<file path="config.mk">
export PLATFORM = sky130hd
export DESIGN_NAME = bcd_timer_core
export DESIGN_NICKNAME = d
export VERILOG_FILES = /design/src/rtl/bcd_timer_core.sv
export SDC_FILE = /design/constraint.sdc
export NUM_CORES = 1
export LEC_CHECK = 0
export CAP_MARGIN = 20
export CORE_MARGIN = 2
export CORE_UTILIZATION = 60
export DETAILED_ROUTE_END_ITERATION = 10
export GPL_ROUTABILITY_DRIVEN = 0
export PLACE_DENSITY_LB_ADDON = 0.05
export SLEW_MARGIN = 0
export SYNTH_ARGS = -nofsm -noshare
export SYNTH_HDL_FRONTEND = slang
export SYNTH_SLANG_ARGS = --single-unit
</file>
<file path="constraint.sdc">
create_clock -name clk -period 3.2 [get_ports clk]
set_input_delay 0.48 -clock clk [delete_from_list [all_inputs] [get_ports clk]]
set_output_delay 0.48 -clock clk [all_outputs]
set_load 0.03 [all_outputs]
</file>
<file path="src/rtl/bcd_timer_core.sv">
// mm:ss BCD timer engine: digit editor, countdown, count-up stopwatch, finish alarm.
// Latency: every output is registered, so a pulse or tick at edge N is visible in cycle N+1.
// Backpressure: none; the inputs are one-cycle pulses that take effect on the next clock edge.
module bcd_timer_core #(
    parameter int TICK_DIV     = 50000000,
    parameter int MIN_TENS_MAX = 5
) (
    input  logic        clk,
    input  logic        rst,
    input  logic        up,
    input  logic        down,
    input  logic        left,
    input  logic        right,
    input  logic        pressed,
    input  logic        mode,
    output logic [15:0] disp_bcd,
    output logic [2:0]  select,
    output logic [1:0]  state,
    output logic        paused,
    output logic        finish
);

    localparam int              PW        = $clog2(TICK_DIV);
    localparam logic [PW-1:0]   TICK_LAST = PW'(TICK_DIV - 1);
    // Per-digit upper limits, index 0 = s1 ... index 3 = m2; also the maximum time.
    localparam logic [3:0][3:0] LIM       = {4'(MIN_TENS_MAX), 4'd9, 4'd5, 4'd9};

    typedef enum logic [1:0] {
        S_CFG  = 2'd0,
        S_DOWN = 2'd1,
        S_UP   = 2'd2,
        S_DONE = 2'd3
    } state_t;

    state_t          state_q, state_d;
    logic [2:0]      sel_q, sel_d;
    logic [3:0][3:0] cfg_q, cfg_d;
    logic [3:0][3:0] run_q, run_d;
    logic            paused_q, paused_d;
    logic [PW-1:0]   presc_q, presc_d;
    logic            tick;
    logic [16:0]     cfg_inc;
    logic [16:0]     run_inc;
    logic [15:0]     run_dec;
    logic [1:0]      dig;

    // Increment starting at digit 'from' with the carry chain; bit 16 flags overflow past the top digit.
    function automatic logic [16:0] bcd_inc(input logic [3:0][3:0] v, input int from);
        logic [3:0][3:0] r;
        logic            c;
        r = v;
        c = 1'b1;
        for (int i = 0; i < 4; i++) begin
            if (i >= from && c) begin
                if (v[i] == LIM[i]) begin
                    r[i] = 4'd0;
                end else begin
                    r[i] = v[i] + 4'd1;
                    c    = 1'b0;
                end
            end
        end
        return {c, r};
    endfunction

    // Decrement by one second with borrow; only used while the run value is nonzero.
    function automatic logic [15:0] bcd_dec(input logic [3:0][3:0] v);
        logic [3:0][3:0] r;
        logic            b;
        r = v;
        b = 1'b1;
        for (int i = 0; i < 4; i++) begin
            if (b) begin
                if (v[i] == 4'd0) begin
                    r[i] = LIM[i];
                end else begin
                    r[i] = v[i] - 4'd1;
                    b    = 1'b0;
                end
            end
        end
        return r;
    endfunction

    assign select = sel_q;
    assign state  = state_q;
    assign paused = paused_q;

    // Next-state logic: editing in CFG, ticking in DOWN/UP, acknowledge in DONE.
    always_comb begin
        state_d  = state_q;
        sel_d    = sel_q;
        cfg_d    = cfg_q;
        run_d    = run_q;
        paused_d = paused_q;
        presc_d  = presc_q;
        dig      = sel_q[1:0];
        cfg_inc  = bcd_inc(cfg_q, int'(sel_q));
        run_inc  = bcd_inc(run_q, 0);
        run_dec  = bcd_dec(run_q);
        tick     = !paused_q && (presc_q == TICK_LAST);

        case (state_q)
            S_CFG: begin
                if (pressed) begin
                    // A start press takes priority; a refused start still swallows edits.
                    if (mode) begin
                        state_d = S_UP;
                        run_d   = '0;
                        presc_d = '0;
                    end else if (sel_q == 3'd4 && cfg_q != '0) begin
                        state_d = S_DOWN;
                        run_d   = cfg_q;
                        presc_d = '0;
                    end
                end else begin
                    if (left) begin
                        sel_d = (sel_q == 3'd4) ? 3'd0 : sel_q + 3'd1;
                    end else if (right) begin
                        sel_d = (sel_q == 3'd0) ? 3'd4 : sel_q - 3'd1;
                    end
                    if (sel_q != 3'd4) begin
                        if (up) begin
                            // Overflow past the top digit cancels the whole edit.
                            if (!cfg_inc[16]) begin
                                cfg_d = cfg_inc[15:0];
                            end
                        end else if (down && cfg_q[dig] != 4'd0) begin
                            cfg_d[dig] = cfg_q[dig] - 4'd1;
                        end
                    end
                end
            end
            S_DOWN, S_UP: begin
                if (!paused_q) begin
                    presc_d = tick ? '0 : presc_q + PW'(1);
                end
                if (tick) begin
                    if (state_q == S_DOWN) begin
                        run_d = run_dec;
                        if (run_dec == '0) begin
                            state_d = S_DONE;
                        end
                    end else begin
                        run_d = run_inc[15:0];
                        if (run_inc[15:0] == LIM) begin
                            state_d = S_DONE;
                        end
                    end
                end
                if (pressed) begin
                    paused_d = !paused_q;
                end
            end
            default: begin
                if (pressed) begin
                    state_d  = S_CFG;
                    paused_d = 1'b0;
                end
            end
        endcase
    end

    // State registers; display and alarm are registered from the next-state values.
    always_ff @(posedge clk or posedge rst) begin
        if (rst) begin
            state_q  <= S_CFG;
            sel_q    <= 3'd4;
            cfg_q    <= '0;
            run_q    <= '0;
            paused_q <= 1'b0;
            presc_q  <= '0;
            disp_bcd <= '0;
            finish   <= 1'b0;
        end else begin
            state_q  <= state_d;
            sel_q    <= sel_d;
            cfg_q    <= cfg_d;
            run_q    <= run_d;
            paused_q <= paused_d;
            presc_q  <= presc_d;
            disp_bcd <= (state_d == S_CFG) ? cfg_d : run_d;
            finish   <= (state_d == S_DONE);
        end
    end

endmodule

</file>
* Yosys cells after proc, flatten, opt, wreduce, memory -nomap -nowiden
Index checks and enable logic that the tools add are counted.
Operators by class: $lt $le $gt $ge 6, $mul 0, add/sub/neg operators 16, equality and inequality tests 18, divide/modulo/power cells 0, bitwise gates (word level) 2, shifts and indexed selects 0, mux-type cells 80, reduce and logical (&&, ||, !) cells 24
Operators with widths (count):
- $mux 16 | 12
- $mux 26 | 5
- $mux 4 | 24
- $pmux 26 s2 | 1
- $add 4x1->4 const B | 8
- $pmux 16 s2 | 1
- $add 26x1->26 const B | 1
- $eq 26x26->1 const B | 1
- $mux 1 | 20
- $sub 4x1->4 const B | 5
- $bwmux 16 | 1
- $eq 16x15->1 const B | 1
- $eq 4x3->1 const B | 4
- $eq 4x4->1 const B | 4
- $logic_not 16->1 | 1
- $logic_not 4->1 | 4
- $mux 2 | 8
- $reduce_bool 16->1 | 1
- $mux 3 | 4
- $bmux 4 s2 | 1
- $demux 4 s2 | 1
- $logic_and 1x1->1 | 7
- $ge 1x3->1 const A | 2
- $ge 2x3->1 const A | 2
- other kinds (21) | 27
Word-level totals: logic and storage cells 160, memory bits (read-only) 0, memory bits (writable) 0, memories kept 0, output and inout port bits 23, input bits 8, bits in latches 0, bits in registers 81

* Longest topological paths before layout
Gate-level depths: netlist of the first run.
word-level depth 15, mapped depth 12, mapped depth without buffers 9

* Least setup slack after synthesis of the first run
Ideal clock, no wire load.
kind reg-to-reg, start reg sel_q[1], in the netlist select[1], end reg disp_bcd[6], arrival time 3.008 ns, stages on the path, launching flop included 12, period minus slack after synthesis 3.133 ns, data required time 3.075 ns, path buffers 2, library setup time 0.125 ns, slack 0.067 ns, path through dfrtp_1 > clkbuf_1 > inv_1 > ha_1 > clkbuf_1 > o21bai_1 > and3_1 > or3_1 > a31oi_1 > o21ai_0 > a211o_1 > mux2_4
RTL lines:
- from (decl) | RTL line 36 | logic [2:0] sel_q, sel_d;
- from (signal assigned) | RTL line 177 | sel_q <= sel_d;
- to (signal assigned) | RTL line 182 | disp_bcd <= (state_d == S_CFG) ? cfg_d : run_d;
- to (decl) | RTL line 16 | output logic [15:0] disp_bcd,

==> run metrics, run 1 <==
status finished, final reports clean; Post-CTS Setup Repair Bufs 0; period utilisation layout between 90% and 100%; pwr dens 950 mW/mm²; antenna violations before repair 0; Static Leak 2.71 nW; core box area between 0.009 and 0.01 mm²; count of pins over their slew limit 0; Post-synth ARST share 100%; register area share after synthesis 35.0%; antenna fix cells 0; Syn Area/Cell 8.50 µm²; input/output buffers 30; Routed wire per std cell around 19 µm; distinct cell type count after synthesis 82; Post-Synthesis Cells 681; grt total ovfl 0; DRT Pass-1 Iters 5; largest net degree at the start of global routing 44; Residual DRC 0; Crit Path Max Fanout 10; Final #Nets 733; share of the synthesized area in the top cell type roughly 35%; Post-synth EDFFs 0; vias in the first global route about 5,200; max_slew headroom 51.2%; total number of H-tree levels 3; Layout area overhead 13.8%; Peak Freq 331 MHz; Antenna Violating Nets Remaining 0; Final Skew between 0.01 and 0.015 ns; HPWL Detailed approximately 12 mm; Post-CTS Hold Buffers 0; synthesized cell area 0.00579 mm²; TritonCTS Buffers 9; WS Path Type reg -> reg; critical path endpoint category register; CP startpoint kind register; die width slightly above 100 µm; worst hold slack around 0.51 ns; Num Clock Sinks 81; max cap viols 0; CTS root buf clkbuf_8; routed vias/inst 6.62; DIE AREA 0.0104 mm²; Hold Path Class reg -> reg; VDD IR max 0.557 mV; via count 5,613; first-pass GRT wire length 26.4 mm; Most used DFF post-synth dfrtp_1; Yosys warnings 0; initial DRC count just over 500; utilization after layout 70.9%; total wire length 16.2 mm; synthesized net count 700; worst slew pin tran 0.732 ns; most common cell after layout, fill and taps aside dfrtp_1; Worst EP arrival 3.28 ns; ranking of synthesized cells by area dfrtp_1, o21ai_0, nand2_1, a21oi_1, nor2_1; FF+latch count, synth 81; Site Rows 35; min cycle time layout 3.02 ns; IO Count 31; CTS Buffer Depth 2; Worst EP required around 3.5 ns; Initial Util 62.3%; RSZ-0062 raised after global routing false; Clock Pin Slew Worst Setup and Hold Paths 0.09 ns; layout cells sized above 1 14.2%; most frequent cells in the layout dfrtp_1, nand2_1, o21ai_0; clock latency at the later pin of the worst-skew pair 0.37 ns; Synth area leader dfrtp_1; Fin Setup TNS 0 ns; GRT Util Overall 32.4%; CTS tree yes; Final Setup Violations 0; die height 102 µm; post_cts resized 0; final hold vios 0
## critical path: stages, from the launching register on
cell	delay, ns
dfrtp_1	0.56
mux4_2	0.56
inv_1	0.10
ha_1	0.21
or3b_1	0.47
nand3_1	0.27
nor2_1	0.08
a311oi_1	0.28
nor4_1	0.13
mux2_4	0.26
## stage by stage
step | total power, mW | area, µm² | cells | setup slack, ns
2_1_floorplan | 4.22 | 5790 | 681 | 0.0670
3_3_place_gp | 5.26 | 6370 | 832 | 0.284
3_5_place_dp | 5.35 | 6370 | 832 | 0.240
4_1_cts | 6.18 | 6580 | 848 | 0.214
5_1_grt | 6.64 | 6590 | 848 | 0.00485
6_report | 6.26 | 6590 | 848 | 0.179
## final cells by class
class | instances | area (µm²)
Clock inverter | 5 | 60.1
Timing Repair Buffer | 70 | 626
Clock buffer | 11 | 151
Fill cell | 751 | 2700
Multi-Input combinational cell | 522 | 3450
Tap cell | 129 | 161
Sequential cell | 81 | 2030
Inverter | 30 | 114
## path summary, 6_finish.rpt
check,from,end,slack (ns),depth (start not counted)
max,select[0],disp_bcd[14],0.18,9
min,select[1],select[1],0.51,2
max reg2reg,select[0],disp_bcd[14],0.18,9
min reg2reg,select[1],select[1],0.51,2
max in group asynchronous,rst,run_q[7],2.02,3
min in group asynchronous,rst,select[1],0.52,2
## metal layers
| layer | GRT usage, % | share of wire, % |
|---|---|---|
| met1 | 41.7 | 40 |
| met3 | 5.61 | 7.4 |
| met5 | 0 | 0 |
| met2 | 54.8 | 49 |
| met4 | 12.9 | 3.9 |
## state kept, by name, summed over array words and instances (netlist names)
name and flops:
disp_bcd 16, cfg_q 16, finish 1, state 2
presc_q 26, select 3, run_q 16, paused 1
## power by group
part	internal [mW]	leakage, nW	switching, mW	total [mW]
combinational	1.63	1.53	2.21	3.84
sequential	1.28	1.07	0.317	1.60
clock	0.408	0.106	0.412	0.820
total	3.32	2.71	2.94	6.26
## synth_stat cells, types with 7 or more instances
master and count:
and2_1 8, nor4_1 16, nand3_1 25, nor2b_1 9, nor3_1 10, nand2_1 71, a21oi_1 40, xnor2_1 12
inv_1 30, mux2_4 10, o31ai_1 13, nand4_1 12, mux2i_1 11, a31oi_1 8, nor2_1 48, clkbuf_1 35
dfrtp_1 80, and3_1 9, ha_1 11, o21ai_0 69, o22ai_1 11, a22oi_1 8, buf_2 7
## kinds of logic after synthesis
family | count (synthesis) | synth area share (%)
compound gates | 200 | 21.9
simple gates | 264 | 25.4
flops | 81 | 35.0
mux | 31 | 7.22
buf+inv | 78 | 5.64
xor+xnor | 16 | 2.42
fa+ha+maj | 11 | 2.38
Note: power is estimated with default switching activity, not from simulation.
==> run 2, diff against run 1 <==
PLACE_DENSITY = 0.86   (was default)
PLACE_DENSITY_LB_ADDON = default   (was 0.05)
==> run 2 against run 1 <==
  * Design area shrank 0.67%
  * Global-route usage down 0.27 points
  * Die area did not move
  * Maximum frequency decreased by 1.1%
  * Sequential cell count did not move
  * Power shrank 0.70%
  * Via count rose by 2.5%
  * Critical path type unchanged
  * Highest routed layer unchanged
==> run metrics, run 2 (synthesized netlist as in run 1, its figures left out) <==
initial DRC count 884; Static Leak 2.68 nW; Clock Pin Slew Worst Setup and Hold Paths ~0.10 ns; sw power roughly 3.0 mW; Site Rows 35; Fin Setup TNS 0 ns; CTS Buffer Depth 2; Hold Path Class in -> async; min cycle time layout slightly above 3 ns; GRT Util Overall 32.2%; grt total ovfl 0; Peak Freq ~330 MHz; core box area 0.00928 mm²; clock latency at the later pin of the worst-skew pair about 0.37 ns; total wire length 16.2 mm; max_slew headroom 42.4%; Int Pwr 3.21 mW; Final Setup Violations 0; Residual DRC 0; antenna violations before repair 0; routed vias/inst 6.80; critical path endpoint category register; layout cells sized above 1 13.9%; Num Clock Sinks 81; Reg area 0.00203 mm²; RSZ-0062 raised after global routing false; VDD IR max 0.955 mV; WS Path Type reg -> reg; post_cts resized 0; die width between 100 and 150 µm; count of pins over their slew limit 0; vias in the first global route between 5,000 and 6,000; input/output buffers 30; Reg power frac between 20% and 30%; Place WS 0.228 ns; largest net degree at the start of global routing 82; CP startpoint kind register; status finished, final reports clean; most frequent cells in the layout dfrtp_1, nand2_1, o21ai_0; Final #Nets 731; utilization after layout a little over two thirds; IO Count 31; final hold vios 0; pwr dens 949 mW/mm²; switch share around half; area of the multi-input gates 0.00344 mm²; worst slew pin tran approximately 0.85 ns; Initial Util 62.3%; Post-CTS Hold Buffers 0; max reg flops 26; Worst EP required 3.46 ns; Antenna Violating Nets Remaining 0; CTS tree yes; flop-to-flop setup slack 0.15 ns; Layout area overhead 13.0%; Crit Path Max Fanout 16; Worst EP arrival 3.31 ns; DRT Pass-1 Iters 6; antenna fix cells 0; CTS root buf clkbuf_8; clock power share 12.0%; first-pass GRT wire length 26.5 mm; DIE AREA around 0.010 mm²; Final Skew 0.0177 ns; total number of H-tree levels 3; Combinational Power Share 62.1%; Routed wire per std cell about 19 µm; filler cell count slightly above 700; most common cell after layout, fill and taps aside dfrtp_1; Post-CTS Setup Repair Bufs 0; HPWL Detailed 11.4 mm; max cap viols 0; TritonCTS Buffers 9; via count 5,751; die height 102 µm; largest register by flop count presc_q; period utilisation layout 95.4%; final worst slack 0.146 ns
run 2: area by class of cell:
| cell class | instances | area share [%] |
|---|---|---|
| multi-input combinational | 522 | 52.6 |
| sequential | 81 | 31.0 |
| timing repair buffer | 68 | 9.33 |
| tap | 129 | 2.47 |
| clock buffer | 10 | 2.10 |
| inverter | 30 | 1.74 |
| clock inverter | 6 | 0.765 |
run 2: through the flow:
step                cells  hold slack [ns]  total power [mW]  instance area [µm²]
floorplan             681            0.464              4.22                 5790
global placement      830            0.492              5.21                 6350
detailed placement    830            0.507              5.33                 6350
CTS                   846            0.520              6.08                 6540
global route          846            0.549              6.53                 6540
finish                846            0.472              6.21                 6540
run 2: worst max-delay path, stage by stage, from the launching register on:
cell	delay, ns
dfrtp_1	0.42
nor4_1	0.59
nand4b_2	0.26
mux2_4	0.35
o41ai_2	0.50
a31o_2	0.28
nor2_4	0.06
buf_12	0.17
mux2_4	0.30
run 2: path summary, 6_finish.rpt:
kind | to | cells past startpoint | startpoint
worst max-delay path | disp_bcd[12] | 8 | run_q[9]
worst min-delay path | select[1] | 3 | rst
worst max register to register | disp_bcd[12] | 8 | run_q[9]
worst min register to register | presc_q[5] | 1 | presc_q[5]
max in group asynchronous | disp_bcd[9] | 3 | rst
min in group clk | presc_q[5] | 1 | presc_q[5]
run 2: layer usage:
| metal | part of all wire [%] | vias to the layer above | track usage (%) |
|---|---|---|---|
| met2 | 43 | 389 | 46.7 |
| met3 | 11 | 74 | 7.87 |
| met1 | 42 | 2717 | 46.5 |
| met5 | 0 | - | 0 |
| li1 | - | 2571 | - |
| met4 | 3.7 | 0 | 12.9 |
run 2: power by group through the flow:
stage | clock network [mW] | registers, mW | logic, mW
6_report | 0.747 | 1.61 | 3.86
5_1_grt | 0.786 | 1.63 | 4.11
4_1_cts | 0.741 | 1.59 | 3.75
3_5_place_dp | 0 | 1.60 | 3.73
3_3_place_gp | 0 | 1.60 | 3.61
2_1_floorplan | 0 | 1.67 | 2.54
==> run 3, diff against run 2 <==
REMOVE_ABC_BUFFERS = 1   (was default)
==> run 3 against run 2 <==
  * Clock skew grew 0.0013 ns
  * Maximum frequency grew 0.78%
  * Clock power is essentially flat
  * Highest routed layer unchanged
  * Largest cell class unchanged
  * Sequential share of layout area grew 0.16 points
  * Final cell count shrank 0.83%
  * Power shrank 0.83%
  * Sequential power grew 6%
  * Register-to-register slack gained 0.02 ns
  * First-iteration DRC count shrank 28%
==> run metrics, run 3 (synthesized netlist as in run 1, its figures left out) <==
Worst EP arrival 3.26 ns; DIE AREA 0.0104 mm²; via count 5,685; die width around 100 µm; Final #Nets ~720; filler cell count 691; Post-CTS Hold Buffers 0; max cap viols 0; input/output buffers 30; CTS root buf clkbuf_8; pwr dens 946 mW/mm²; IO Count 31; Final Setup Violations 0; Peak Freq 330 MHz; RSZ-0062 raised after global routing false; Clock Pin Slew Worst Setup and Hold Paths 0.10 ns; largest register by flop count presc_q; CTS tree yes; vias in the first global route ~5,300; total number of H-tree levels 3; Residual DRC 0; antenna fix cells 0; count of pins over their slew limit 0; Final Instance Area 0.00651 mm²; min cycle time layout slightly above 3 ns; Top Layer Used met4; Post-Layout Cell Count around 840; Crit Path Max Fanout 7; Layout area overhead 12.5%; metal3 WL around 1.3 mm; largest net degree at the start of global routing 51; max_slew headroom 50.7%; die height between 100 and 150 µm; antenna violations before repair 0; dpl cells 821; most frequent cells in the layout dfrtp_1, nand2_1, o21ai_0; VDD IR max roughly 0.52 mV; Site Rows 35; layout cells sized above 1 13.2%; initial DRC count around 630; Antenna Violating Nets Remaining 0; critical path endpoint category register; Final Skew between 0.015 and 0.02 ns; first-pass GRT wire length between 20 and 30 mm; routed wl met2 7.68 mm; Worst EP required 3.43 ns; WS Path Type reg -> reg; max reg flops 26; routed vias/inst 6.78; TritonCTS Buffers 9; worst slew pin tran ~0.73 ns; Static Leak 2.65 nW; CP startpoint kind register; final hold vios 0; dpl cell area 0.00627 mm²; grt total ovfl 0; Hold Path Class in -> async; Routed wire per std cell 19.0 µm; Met1 Routed Length 6.29 mm; clock latency at the later pin of the worst-skew pair ~0.36 ns; HPWL Detailed 11.4 mm; DRT Pass-1 Iters 7; Num Clock Sinks 81; total wire length 16.0 mm; period utilisation layout 94.7%; most common cell after layout, fill and taps aside dfrtp_1; CTS Buffer Depth 2; GRT Util Overall 31.6%; core box area between 0.009 and 0.01 mm²; status finished, final reports clean; Initial Util approximately 62%
==> run 3: cell type report <==
| type | instances | area (µm²) | area share (%) |
|---|---|---|---|
| clock buffers | 11 | 131 | 2.02 |
| well taps | 129 | 161 | 2.48 |
| flip-flops and latches | 81 | 2030 | 31.2 |
| repair buffers | 61 | 558 | 8.57 |
| multi-input cells | 522 | 3460 | 53.1 |
| inverters | 30 | 114 | 1.75 |
| clock inverters | 5 | 56.3 | 0.865 |
==> run 3: timing repair <==
| action | CTS | global route |
|---|---|---|
| gates resized for setup | 0 | 4 |
| setup buffers | 0 | 2 |
| setup endpoints to repair | 0 | 16 |
==> run 3: layer usage <==
metal / vias to the layer above / global-route usage [%]
met1: 2700 / 40.4
met2: 340 / 52.6
met4: 0 / 13.6
met5: - / 0
met3: 81 / 5.88
li1: 2564 / -
==> run 3: through the flow <==
stage	utilization (%)	TNS, ns	worst slack (ns)	hold slack, ns	total power [mW]
finish	70.1	0	0.170	0.488	6.16
floorplan	-	-0.0150	-0.00500	0.464	4.04
global route	70.1	0	0.0544	0.535	6.53
global placement	67.6	0	0.131	0.491	5.05
CTS	69.6	0	0.132	0.499	5.96
detailed placement	67.6	0	0.0528	0.501	5.20
==> run 3: final timing paths <==
check | cells past startpoint | slack [ns] | endpoint | from
max in group asynchronous | 3 | 2.04 | select[2] | rst
worst min register to register | 1 | 0.52 | presc_q[5] | presc_q[5]
worst max-delay path | 9 | 0.17 | disp_bcd[14] | cfg_q[8]
worst max register to register | 9 | 0.17 | disp_bcd[14] | cfg_q[8]
min in group clk | 1 | 0.52 | presc_q[5] | presc_q[5]
worst min-delay path | 2 | 0.49 | presc_q[4] | rst
==> run 3: where the power goes <==
| part | internal (mW) | switching (mW) |
|---|---|---|
| registers | 1.28 | 0.420 |
| clock network | 0.360 | 0.388 |
| logic | 1.59 | 2.12 |
| total | 3.23 | 2.93 |
==> run 3: worst max-delay path, stage by stage, from the launching register on <==
cell      delay (ns)
dfrtp_1         0.53
mux4_2          0.52
inv_1           0.09
ha_1            0.22
or3b_1          0.45
nand3_1         0.26
nor2_1          0.09
a311oi_1        0.31
nor4_1          0.15
mux2_4          0.28
